==> src/rtl/gate_logic_unit_if.sv <==
// Operand/result bus for gate_logic_unit; master drives operands, slave returns registered results.
// The parity wire exists only when GATE_LOGIC_PARITY_EN is defined.
interface gate_logic_unit_if #(
    parameter int WIDTH = 8
);
    logic             in_valid;
    logic [WIDTH-1:0] a;
    logic [WIDTH-1:0] b;
    logic [2:0]       op;
    logic             out_valid;
    logic [WIDTH-1:0] and_out;
    logic [WIDTH-1:0] nand_out;
    logic [WIDTH-1:0] or_out;
    logic [WIDTH-1:0] xor_out;
    logic [WIDTH-1:0] not_out;
    logic [WIDTH-1:0] result;
    logic             zero;
`ifdef GATE_LOGIC_PARITY_EN
    logic             parity;

    modport master (
        output in_valid, a, b, op,
        input  out_valid, and_out, nand_out, or_out, xor_out, not_out, result, zero, parity
    );
    modport slave (
        input  in_valid, a, b, op,
        output out_valid, and_out, nand_out, or_out, xor_out, not_out, result, zero, parity
    );
`else
    modport master (
        output in_valid, a, b, op,
        input  out_valid, and_out, nand_out, or_out, xor_out, not_out, result, zero
    );
    modport slave (
        input  in_valid, a, b, op,
        output out_valid, and_out, nand_out, or_out, xor_out, not_out, result, zero
    );
`endif
endinterface

==> src/rtl/gate_logic_unit.sv <==
// Bitwise logic slice: AND/NAND/OR/XOR/NOT of a plus op-selected result and zero flag (GATE_LOGIC_PARITY_EN adds parity).
// Latency: 1 cycle from accepted input to out_valid with registered results.
// Backpressure: none; every in_valid beat is accepted, data holds when in_valid=0.
module gate_logic_unit #(
    parameter int WIDTH = 8
) (
    input  logic               clk,
    input  logic               rst_n,
    gate_logic_unit_if.slave   bus
);

    typedef struct packed {
        logic [WIDTH-1:0] and_v;
        logic [WIDTH-1:0] nand_v;
        logic [WIDTH-1:0] or_v;
        logic [WIDTH-1:0] xor_v;
        logic [WIDTH-1:0] not_v;
        logic [WIDTH-1:0] res_v;
        logic             zero;
    } gate_res_t;

    typedef enum logic [2:0] {
        OP_AND  = 3'd0,
        OP_NAND = 3'd1,
        OP_OR   = 3'd2,
        OP_XOR  = 3'd3,
        OP_NOT  = 3'd4,
        OP_NOR  = 3'd5,
        OP_XNOR = 3'd6,
        OP_PASS = 3'd7
    } gate_op_e;

    gate_res_t        res_d, res_q;
    logic             vld_d, vld_q;
    logic [WIDTH-1:0] sel_v;
    gate_op_e         op_sel;

    assign op_sel = gate_op_e'(bus.op);

    // All eight codes decode to a defined function, so op never injects X into result.
    always_comb begin
        sel_v = bus.a;
        case (op_sel)
            OP_AND:  sel_v = bus.a & bus.b;
            OP_NAND: sel_v = ~(bus.a & bus.b);
            OP_OR:   sel_v = bus.a | bus.b;
            OP_XOR:  sel_v = bus.a ^ bus.b;
            OP_NOT:  sel_v = ~bus.a;
            OP_NOR:  sel_v = ~(bus.a | bus.b);
            OP_XNOR: sel_v = ~(bus.a ^ bus.b);
            OP_PASS: sel_v = bus.a;
            default: sel_v = bus.a;
        endcase
    end

    always_comb begin
        res_d = res_q;
        vld_d = bus.in_valid;
        if (bus.in_valid) begin
            res_d.and_v  = bus.a & bus.b;
            res_d.nand_v = ~(bus.a & bus.b);
            res_d.or_v   = bus.a | bus.b;
            res_d.xor_v  = bus.a ^ bus.b;
            res_d.not_v  = ~bus.a;
            res_d.res_v  = sel_v;
            res_d.zero   = (sel_v == '0);
        end
    end

    always_ff @(posedge clk or negedge rst_n) begin
        if (!rst_n) begin
            res_q <= '0;
            vld_q <= 1'b0;
        end else begin
            res_q <= res_d;
            vld_q <= vld_d;
        end
    end

`ifdef GATE_LOGIC_PARITY_EN
    logic parity_d, parity_q;

    always_comb begin
        parity_d = parity_q;
        if (bus.in_valid) begin
            parity_d = ^sel_v;
        end
    end

    always_ff @(posedge clk or negedge rst_n) begin
        if (!rst_n) begin
            parity_q <= 1'b0;
        end else begin
            parity_q <= parity_d;
        end
    end

    assign bus.parity = parity_q;
`endif

    assign bus.out_valid = vld_q;
    assign bus.and_out   = res_q.and_v;
    assign bus.nand_out  = res_q.nand_v;
    assign bus.or_out    = res_q.or_v;
    assign bus.xor_out   = res_q.xor_v;
    assign bus.not_out   = res_q.not_v;
    assign bus.result    = res_q.res_v;
    assign bus.zero      = res_q.zero;

endmodule

==> src/flat_wrapper.sv <==
// flat-port wrapper written by rule: the top's interface ports become plain ports
module gate_logic_unit_flat 
#(
    parameter int WIDTH = 8
)
  (clk, rst_n, bus_in_valid, bus_a, bus_b, bus_op, bus_out_valid, bus_and_out, bus_nand_out, bus_or_out, bus_xor_out, bus_not_out, bus_result, bus_zero);
  gate_logic_unit_if #(.WIDTH(WIDTH)) bus_i ();
  input  logic clk;
  input  logic rst_n;
  input wire logic [$bits(bus_i.in_valid)-1:0] bus_in_valid;
  input wire logic [$bits(bus_i.a)-1:0] bus_a;
  input wire logic [$bits(bus_i.b)-1:0] bus_b;
  input wire logic [$bits(bus_i.op)-1:0] bus_op;
  output wire logic [$bits(bus_i.out_valid)-1:0] bus_out_valid;
  output wire logic [$bits(bus_i.and_out)-1:0] bus_and_out;
  output wire logic [$bits(bus_i.nand_out)-1:0] bus_nand_out;
  output wire logic [$bits(bus_i.or_out)-1:0] bus_or_out;
  output wire logic [$bits(bus_i.xor_out)-1:0] bus_xor_out;
  output wire logic [$bits(bus_i.not_out)-1:0] bus_not_out;
  output wire logic [$bits(bus_i.result)-1:0] bus_result;
  output wire logic [$bits(bus_i.zero)-1:0] bus_zero;
  assign bus_i.in_valid = bus_in_valid;
  assign bus_i.a = bus_a;
  assign bus_i.b = bus_b;
  assign bus_i.op = bus_op;
  assign bus_out_valid = bus_i.out_valid;
  assign bus_and_out = bus_i.and_out;
  assign bus_nand_out = bus_i.nand_out;
  assign bus_or_out = bus_i.or_out;
  assign bus_xor_out = bus_i.xor_out;
  assign bus_not_out = bus_i.not_out;
  assign bus_result = bus_i.result;
  assign bus_zero = bus_i.zero;
  gate_logic_unit #(.WIDTH(WIDTH)) u_core (.clk(clk), .rst_n(rst_n), .bus(bus_i));
endmodule
==> config.mk <==
export PLATFORM = sky130hd
export DESIGN_NAME = gate_logic_unit_flat
export DESIGN_NICKNAME = d
export VERILOG_FILES = /design/src/rtl/gate_logic_unit_if.sv /design/src/rtl/gate_logic_unit.sv /design/src/flat_wrapper.sv
export SDC_FILE = /design/constraint.sdc
export NUM_CORES = 1
export LEC_CHECK = 0
export CAP_MARGIN = 20
export CORE_MARGIN = 5
export CORE_UTILIZATION = 30
export CTS_CLUSTER_DIAMETER = 30
export DETAILED_ROUTE_END_ITERATION = 12
export PLACE_DENSITY = 0.64
export SETUP_SLACK_MARGIN = 0.05
export SYNTH_ARGS = -nofsm -noshare
export SYNTH_HDL_FRONTEND = slang
export SYNTH_SLANG_ARGS = --single-unit
==> constraint.sdc <==
create_clock -name clk -period 1.1 [get_ports clk]
set_clock_uncertainty 0.15 [all_clocks]
set_input_delay 0.22 -clock clk [delete_from_list [all_inputs] [get_ports clk]]
set_output_delay 0.22 -clock clk [all_outputs]
set_load 0.01 [all_outputs]
==> flow_summary.json, run 1 <==
{
  "path_class": "input pin to flop",
  "cp-start-kind": "input pin",
  "area_growth_pct": 87.40,
  "setup_violations": 59,
  "cts_sinks": 50,
  "post-place-cells": 504,
  "drc": 0,
  "r2r_cells": 3,
  "diodes": 0,
  "seqCellArea_mm2": 0.001251,
  "clk_path_buf_depth": 2,
  "worst_pin_slew_ps": 314.4,
  "hold_slack_ps": 77.47,
  "finalMaxSlewViolations": 0,
  "period_needed_ps": 1740,
  "r2r_end": "u_core.bus.result[1]$_DFFE_PN0P_",
  "ys_ff_latch": 50,
  "final-hold-violation-count": 0,
  "violations": "negative setup slack",
  "grt_max_degree": 51,
  "synthTopCellsByArea": "dfrtp_1 45%, mux2_2 11%, ha_1 7.2%",
  "postSynthCellCount": 258,
  "grt_usage_pct": 15.44,
  "path_delay_family": "compound AO/OA/AOI/OAI gates",
  "critPathBufInv": 2,
  "slowest_stage": "a2111o_1",
  "htree_num_levels": 2,
  "multiInputGateArea_mm2": 0.001763,
  "hold_class": "input pin to flop",
  "syn_nets": 296,
  "peakVddDrop_uv": 574.3,
  "drt-total-wl_mm": 8.690,
  "gp_congestion": 0.8391,
  "numCtsBuffers": 5,
  "via_per_inst": 4.839,
  "tritoncts": "yes",
  "min_to": "u_core.bus.not_out[0]$_DFFE_PN0P_",
  "drtAntennaViolNets": 0,
  "slew_headroom_pct": 79.04,
  "finalSetupTns_ps": -7416,
  "fill_cells": 768,
  "rows": 35,
  "die_area_mm2": 0.01126,
  "cts_root_buffer": "clkbuf_8",
  "worstSkewPairLatency_ps": 310,
  "synth_top_area_share_pct": 45.17,
  "cp.required_ps": 1170,
  "die_x_um": 106.1,
  "maxCapViolations": 0,
  "layout_setup_ws_ps": -640.1,
  "yosys_warnings": 0,
  "design_area_mm2": 0.005191,
  "grt_pass1_vias": 2823,
  "place_area_mm2": 0.004443,
  "r2r_start": "u_core.bus.result[1]$_DFFE_PN0P_",
  "dr.pass1.iters": 4,
  "synth.largest_area_cell": "dfrtp_1",
  "fmax_ghz": 0.5747,
  "ys_types": 42,
  "grt_setup_unrepaired": "true",
  "min_from": "bus_a[0]",
  "die_h_um": 106.1,
  "cts.reportedPaths.clkPinSlew_ps": 100,
  "ios": 72,
  "fin_cells": 553,
  "route.vias.total": 2676,
  "drtIter0Drc": 90,
  "syn-cell-area_mm2": 0.002770,
  "power.leakage_nw": 2.509,
  "port_buffers": 71,
  "reg2reg_slack_ps": -60,
  "mostFrequentLayoutCells": "86 x buf_4, 50 x dfrtp_1, 44 x buf_2, 40 x buf_6, 23 x mux2_4",
  "grt_overflow_total": 0,
  "start_util_pct": 30.41,
  "seq_area_frac_synth_pct": 45.17,
  "max_stage_delay_ps": 370,
  "crit_chain": "buf_6, inv_8, ha_4, a211o_1, o31ai_2, a211oi_2, o221ai_2, a2111o_1, o32ai_2",
  "core_area_mm2": 0.009109,
  "drive_above_1_share_pct": 67.19,
  "critPathCaptureType": "flop",
  "fin_crit_sh_pct": 158.2,
  "final_common_cell": "buf_4",
  "detail_route.wl_per_cell_um": 15.71,
  "power_density_mw_per_mm2": 1031,
  "p_total_w": 0.005353,
  "antenna_found_initial": 0,
  "syn_area_per_cell_um2": 10.74,
  "cp.arrival_ps": 1810,
  "nets": 479,
  "status": "finished with violations",
  "critPathMaxFanout": 4,
  "grt_pass1_wl_mm": 14.13,
  "dp.final_hpwl_mm": 5.508,
  "min_path_cells": 3
}
-- repair_timing --
item	4_1_cts	5_1_grt
buffers inserted	34	14
hold endpoints to repair	50	0
setup endpoints to repair	97	69
pin swaps	28	25
cloned	4	0
hold buffers	1	0
resized for setup	364	51
-- kinds of logic after synthesis --
kind of cell	Yosys count	share of synthesized area, %
DFF	50	45.17
and+or+nand+nor	34	5.421
adders and majority gates	16	7.227
xor gates and xnor gates	4	1.265
muxes	45	17.98
buffers and inverters	50	8.040
AOI/OAI and AO/OA	59	14.91
-- stage by stage --
stage,utilization (%),setup slack [ps]
floorplan,-,-698.8
global placement,48.78,-1428
detailed placement,48.78,-1484
CTS,53.78,-566.3
global route,56.99,-706.4
finish,56.99,-640.1
-- Yosys cell counts, drive strengths merged --
library cell / count
xnor2: 2
nand2: 10
a311oi: 3
mux2i: 16
o21a: 1
o32ai: 2
o211ai: 3
o221ai: 4
a211o: 2
clkbuf: 7
o31ai: 1
nor2: 14
xor2: 2
nor3: 3
a21oi: 21
a221o: 2
a21o: 1
o21ai: 7
ha: 16
a211oi: 9
mux4: 1
inv: 35
a2111o: 1
and3: 1
or3: 1
or4: 1
nor2b: 1
or2: 1
a31oi: 2
mux2: 28
buf: 8
dfrtp: 50
nand2b: 2
-- layer usage --
metal  wire length, um  GRT usage (%)
met5                 0              0
met4               144          4.348
met3               403          3.643
met2              4555          27.14
met1              3586          18.86
-- power breakdown --
part,internal [W],switching (W)
sequential,0.00203,0.000118
combinational,0.00121,0.000849
clock,0.000510,0.000632
-- state kept, by name (all words and copies together) (netlist names) --
| signal | count |
|---|---|
| u_core.bus.out_valid | 1 |
| u_core.bus.or_out | 8 |
| u_core.bus.nand_out | 8 |
| u_core.bus.zero | 1 |
| u_core.bus.result | 8 |
| u_core.bus.not_out | 8 |
| u_core.bus.and_out | 8 |
| u_core.bus.xor_out | 8 |
-- tightest hold or removal path: stages --
cell    delay (ps)
buf_8          100
inv_4           50
mux2_2         130
-- cell type report --
type,instances,area share (%)
clock inverter,1,0.09641
tap,111,2.675
sequential,50,24.10
inverter,35,4.049
multi-input combinational,158,33.96
timing repair buffer,191,33.45
clock buffer,7,1.663
-- worst max path at each step --
stage                         from                          end  slack, ps  cells after the start
final                     bus_b[7]  u_core.bus.zero$_DFFE_PN0P_       -640                      9
after global routing      bus_b[7]  u_core.bus.zero$_DFFE_PN0P_       -710                      9
after CTS                 bus_a[1]  u_core.bus.zero$_DFFE_PN0P_       -570                      9
after detailed placement  bus_a[7]  u_core.bus.zero$_DFFE_PN0P_      -1480                      9
after global placement    bus_a[7]  u_core.bus.zero$_DFFE_PN0P_      -1430                      9
after floorplan           bus_b[7]  u_core.bus.zero$_DFFE_PN0P_       -700                      8
(Power assumes the default switching activity.)
==> run 2: changes to the inputs <==
- ABC_CLOCK_PERIOD_IN_PS: not set -> 1100
==> results of run 2 <==
No change in the layout: final DEF, timing and power equal those of run 1.
==> patch, RTL diff (flow settings as in run 2) <==
`WIDTH` is set to 8 in 3 places; all go to 6.
--- a/src/rtl/gate_logic_unit_if.sv
+++ b/src/rtl/gate_logic_unit_if.sv
@@ -3,3 +3,3 @@
 interface gate_logic_unit_if #(
-    parameter int WIDTH = 8
+    parameter int WIDTH = 6
 );
--- a/src/rtl/gate_logic_unit.sv
+++ b/src/rtl/gate_logic_unit.sv
@@ -4,3 +4,3 @@
 module gate_logic_unit #(
-    parameter int WIDTH = 8
+    parameter int WIDTH = 6
 ) (
--- a/src/flat_wrapper.sv
+++ b/src/flat_wrapper.sv
@@ -3,3 +3,3 @@
 #(
-    parameter int WIDTH = 8
+    parameter int WIDTH = 6
 )
Interface: changed (8 resized); port bits go from 72 to 56. No check against the original RTL was run, so the function may have changed too.
==> patch against run 2 <==
- the run still ends with negative setup slack left
- first-iteration DRC count is 44% lower
- clock power is 9% lower
- sequential power is 25% lower
- fmax is 15% higher
- sequential cell count is 12 lower
- cell area is 25% lower
- synthesized area is 23% lower
- sequential share of layout area is 0.18 points higher
- worst setup slack better by 0.22 ns
- power is 21% lower
- routed wire length is 28% lower
==> patch: results (changes against run 2) <==
met2 wire len - 3260 um (was 4560 um)
routability cong. - 0.760 (was 0.839)
Final non-clock buffer share - 33.4% (was 33.5%)
layout cells sized above 1 - 61.3% (was 67.2%)
arrival time at the worst endpoint - 1.58 ns (was 1.81 ns)
GR Util met1 - 18.2% (was 18.9%)
cts-stage hold buffer count - 1 (unchanged)
Gate power share - 36.6% (was 38.5%)
clk_lat worst skew - 0.29 ns (was 0.31 ns)
sequential fraction of the synthesis area - 44.9% (was 45.2%)
Clk pwr share - 24.8% (was 21.3%)
post_cts resized - 291 (was 364)
pin count of the biggest net entering global routing - 39 (was 51)
1st-iter DRT viols - 50 (was 90)
sequential cell area - 951 um^2 (was 0.00125 mm^2)
Setup Viol. Count Final - 46 (was 59)
Inserted Diodes - 0 (unchanged)
met2 global-route usage - 26.2% (was 27.1%)
Multi-In Gates - 129 (was 158)
wire length on met3 - 264 um (was 403 um)
async set or reset register ratio after synthesis - 100% (unchanged)
inverter count - 25 (was 35)
hold crit path type - in -> reg (unchanged)
Port Buffers - 55 (was 71)
Synth area leaders - dfrtp_1 45%, mux2_2 11%, ha_1 7.1%, mux2i_1 7.1%, inv_1 4.3% (was dfrtp_1 45%, mux2_2 11%, ha_1 7.2%, mux2i_1 5.8%, inv_1 4.5%)
Post-synth top flop - dfrtp_1 (unchanged)
M1 wire length - 2660 um (was 3590 um)
GR Util met3 - 2.56% (was 3.64%)
vias in the first global route - 2153 (was 2823)
Slew @ Worst Pin - 0.348 ns (was 0.314 ns)
Post-Syn Nets - 235 (was 296)
Net Sw Power - 1.24 mW (was 1.60 mW)
failing checks - negative setup slack (unchanged)
Vias per Instance - 4.56 (was 4.84)
average wire per standard cell - 14.2 um (was 15.7 um)
Worst VDD drop - 0.000538 V (was 0.000574 V)
P_leak - 1.94 nW (was 2.51 nW)
Filler Cell Count - 616 (was 768)
# nets final - 375 (was 479)
fraction of area in multi-input gates - 32.7% (was 34.0%)
Final clock-cell share - 2.33% (was 1.76%)
first-pass GRT wire length - 10400 um (was 14100 um)
number of non-clock buffers - 146 (was 191)
non-filler cells, final - 442 (was 553)
Commonest cells post-synth - 38 x dfrtp_1, 24 x inv_1, 21 x mux2_2, 16 x nor2_1, 15 x mux2i_1 (was 50 x dfrtp_1, 33 x inv_1, 28 x mux2_2, 21 x a21oi_1)
Post-Syn Instances - 205 (was 258)
hpwl dp - 4090 um (was 5510 um)
Tot GR Track Use - 14.8% (was 15.4%)
placed cells - 399 (was 504)
Worst Path Max Fanout - 3 (was 4)
final worst slack - -0.419 ns (was -0.640 ns)
Final TNS setup - -4.93 ns (was -7.42 ns)
Internal - 2.97 mW (was 3.75 mW)
register bit count reported by yosys - 38 (was 50)
Yosys cell types - 36 (was 42)
Post CTS Setup Buffer Count - 21 (was 34)
outcome - finished, violations left (unchanged)
==> patch: changes by cell type after synthesis, sizes merged, moves of 3 or more <==
cell	delta
a211oi	-5
a21boi	+3
a21oi	-8
a311oi	-3
clkbuf	-4
dfrtp	-12
ha	-4
inv	-11
mux2	-7
o221ai	-3
==> patch: worst paths after layout <==
check | slack (ns) | startpoint | depth (start not counted) | endpoint
min | 0.14 | bus_b[0] | 4 | u_core.bus.or_out[0]
max reg2reg | -0.07 | u_core.bus.result[0] | 3 | u_core.bus.result[0]
max | -0.42 | bus_a[4] | 8 | u_core.bus.zero
min reg2reg | 0.36 | u_core.bus.xor_out[4] | 1 | u_core.bus.xor_out[4]
max in group asynchronous | 0.33 | rst_n | 3 | u_core.bus.xor_out[3]
min in group asynchronous | 0.26 | rst_n | 3 | u_core.bus.nand_out[2]
==> patch: metrics by stage <==
| step | utilization, % | worst slack (ns) | area (um^2) |
|---|---|---|---|
| finish | 57.3 | -0.419 | 3920 |
| global placement | 50.0 | -1.20 | 3410 |
| floorplan | - | -0.553 | 2440 |
| detailed placement | 50.0 | -1.27 | 3410 |
| CTS | 53.5 | -0.417 | 3650 |
| global route | 57.3 | -0.485 | 3920 |
==> patch: critical path: stages <==
cell and delay [ns]:
buf_8 0.11, ha_4 0.16, nor2_4 0.10, a211oi_1 0.04, a21oi_1 0.13, nor2_1 0.06
or3_4 0.42, o41ai_4 0.34
==> patch: kinds of logic after synthesis <==
logic type / share of synthesized area [%]
XOR/XNOR: 1.65
buffers and inverters: 7.61
flip-flops: 44.9
AO/OA/AOI/OAI: 13.5
multiplexers: 18.2
adder cells (fa/ha/maj): 7.08
AND/OR/NAND/NOR: 7.03
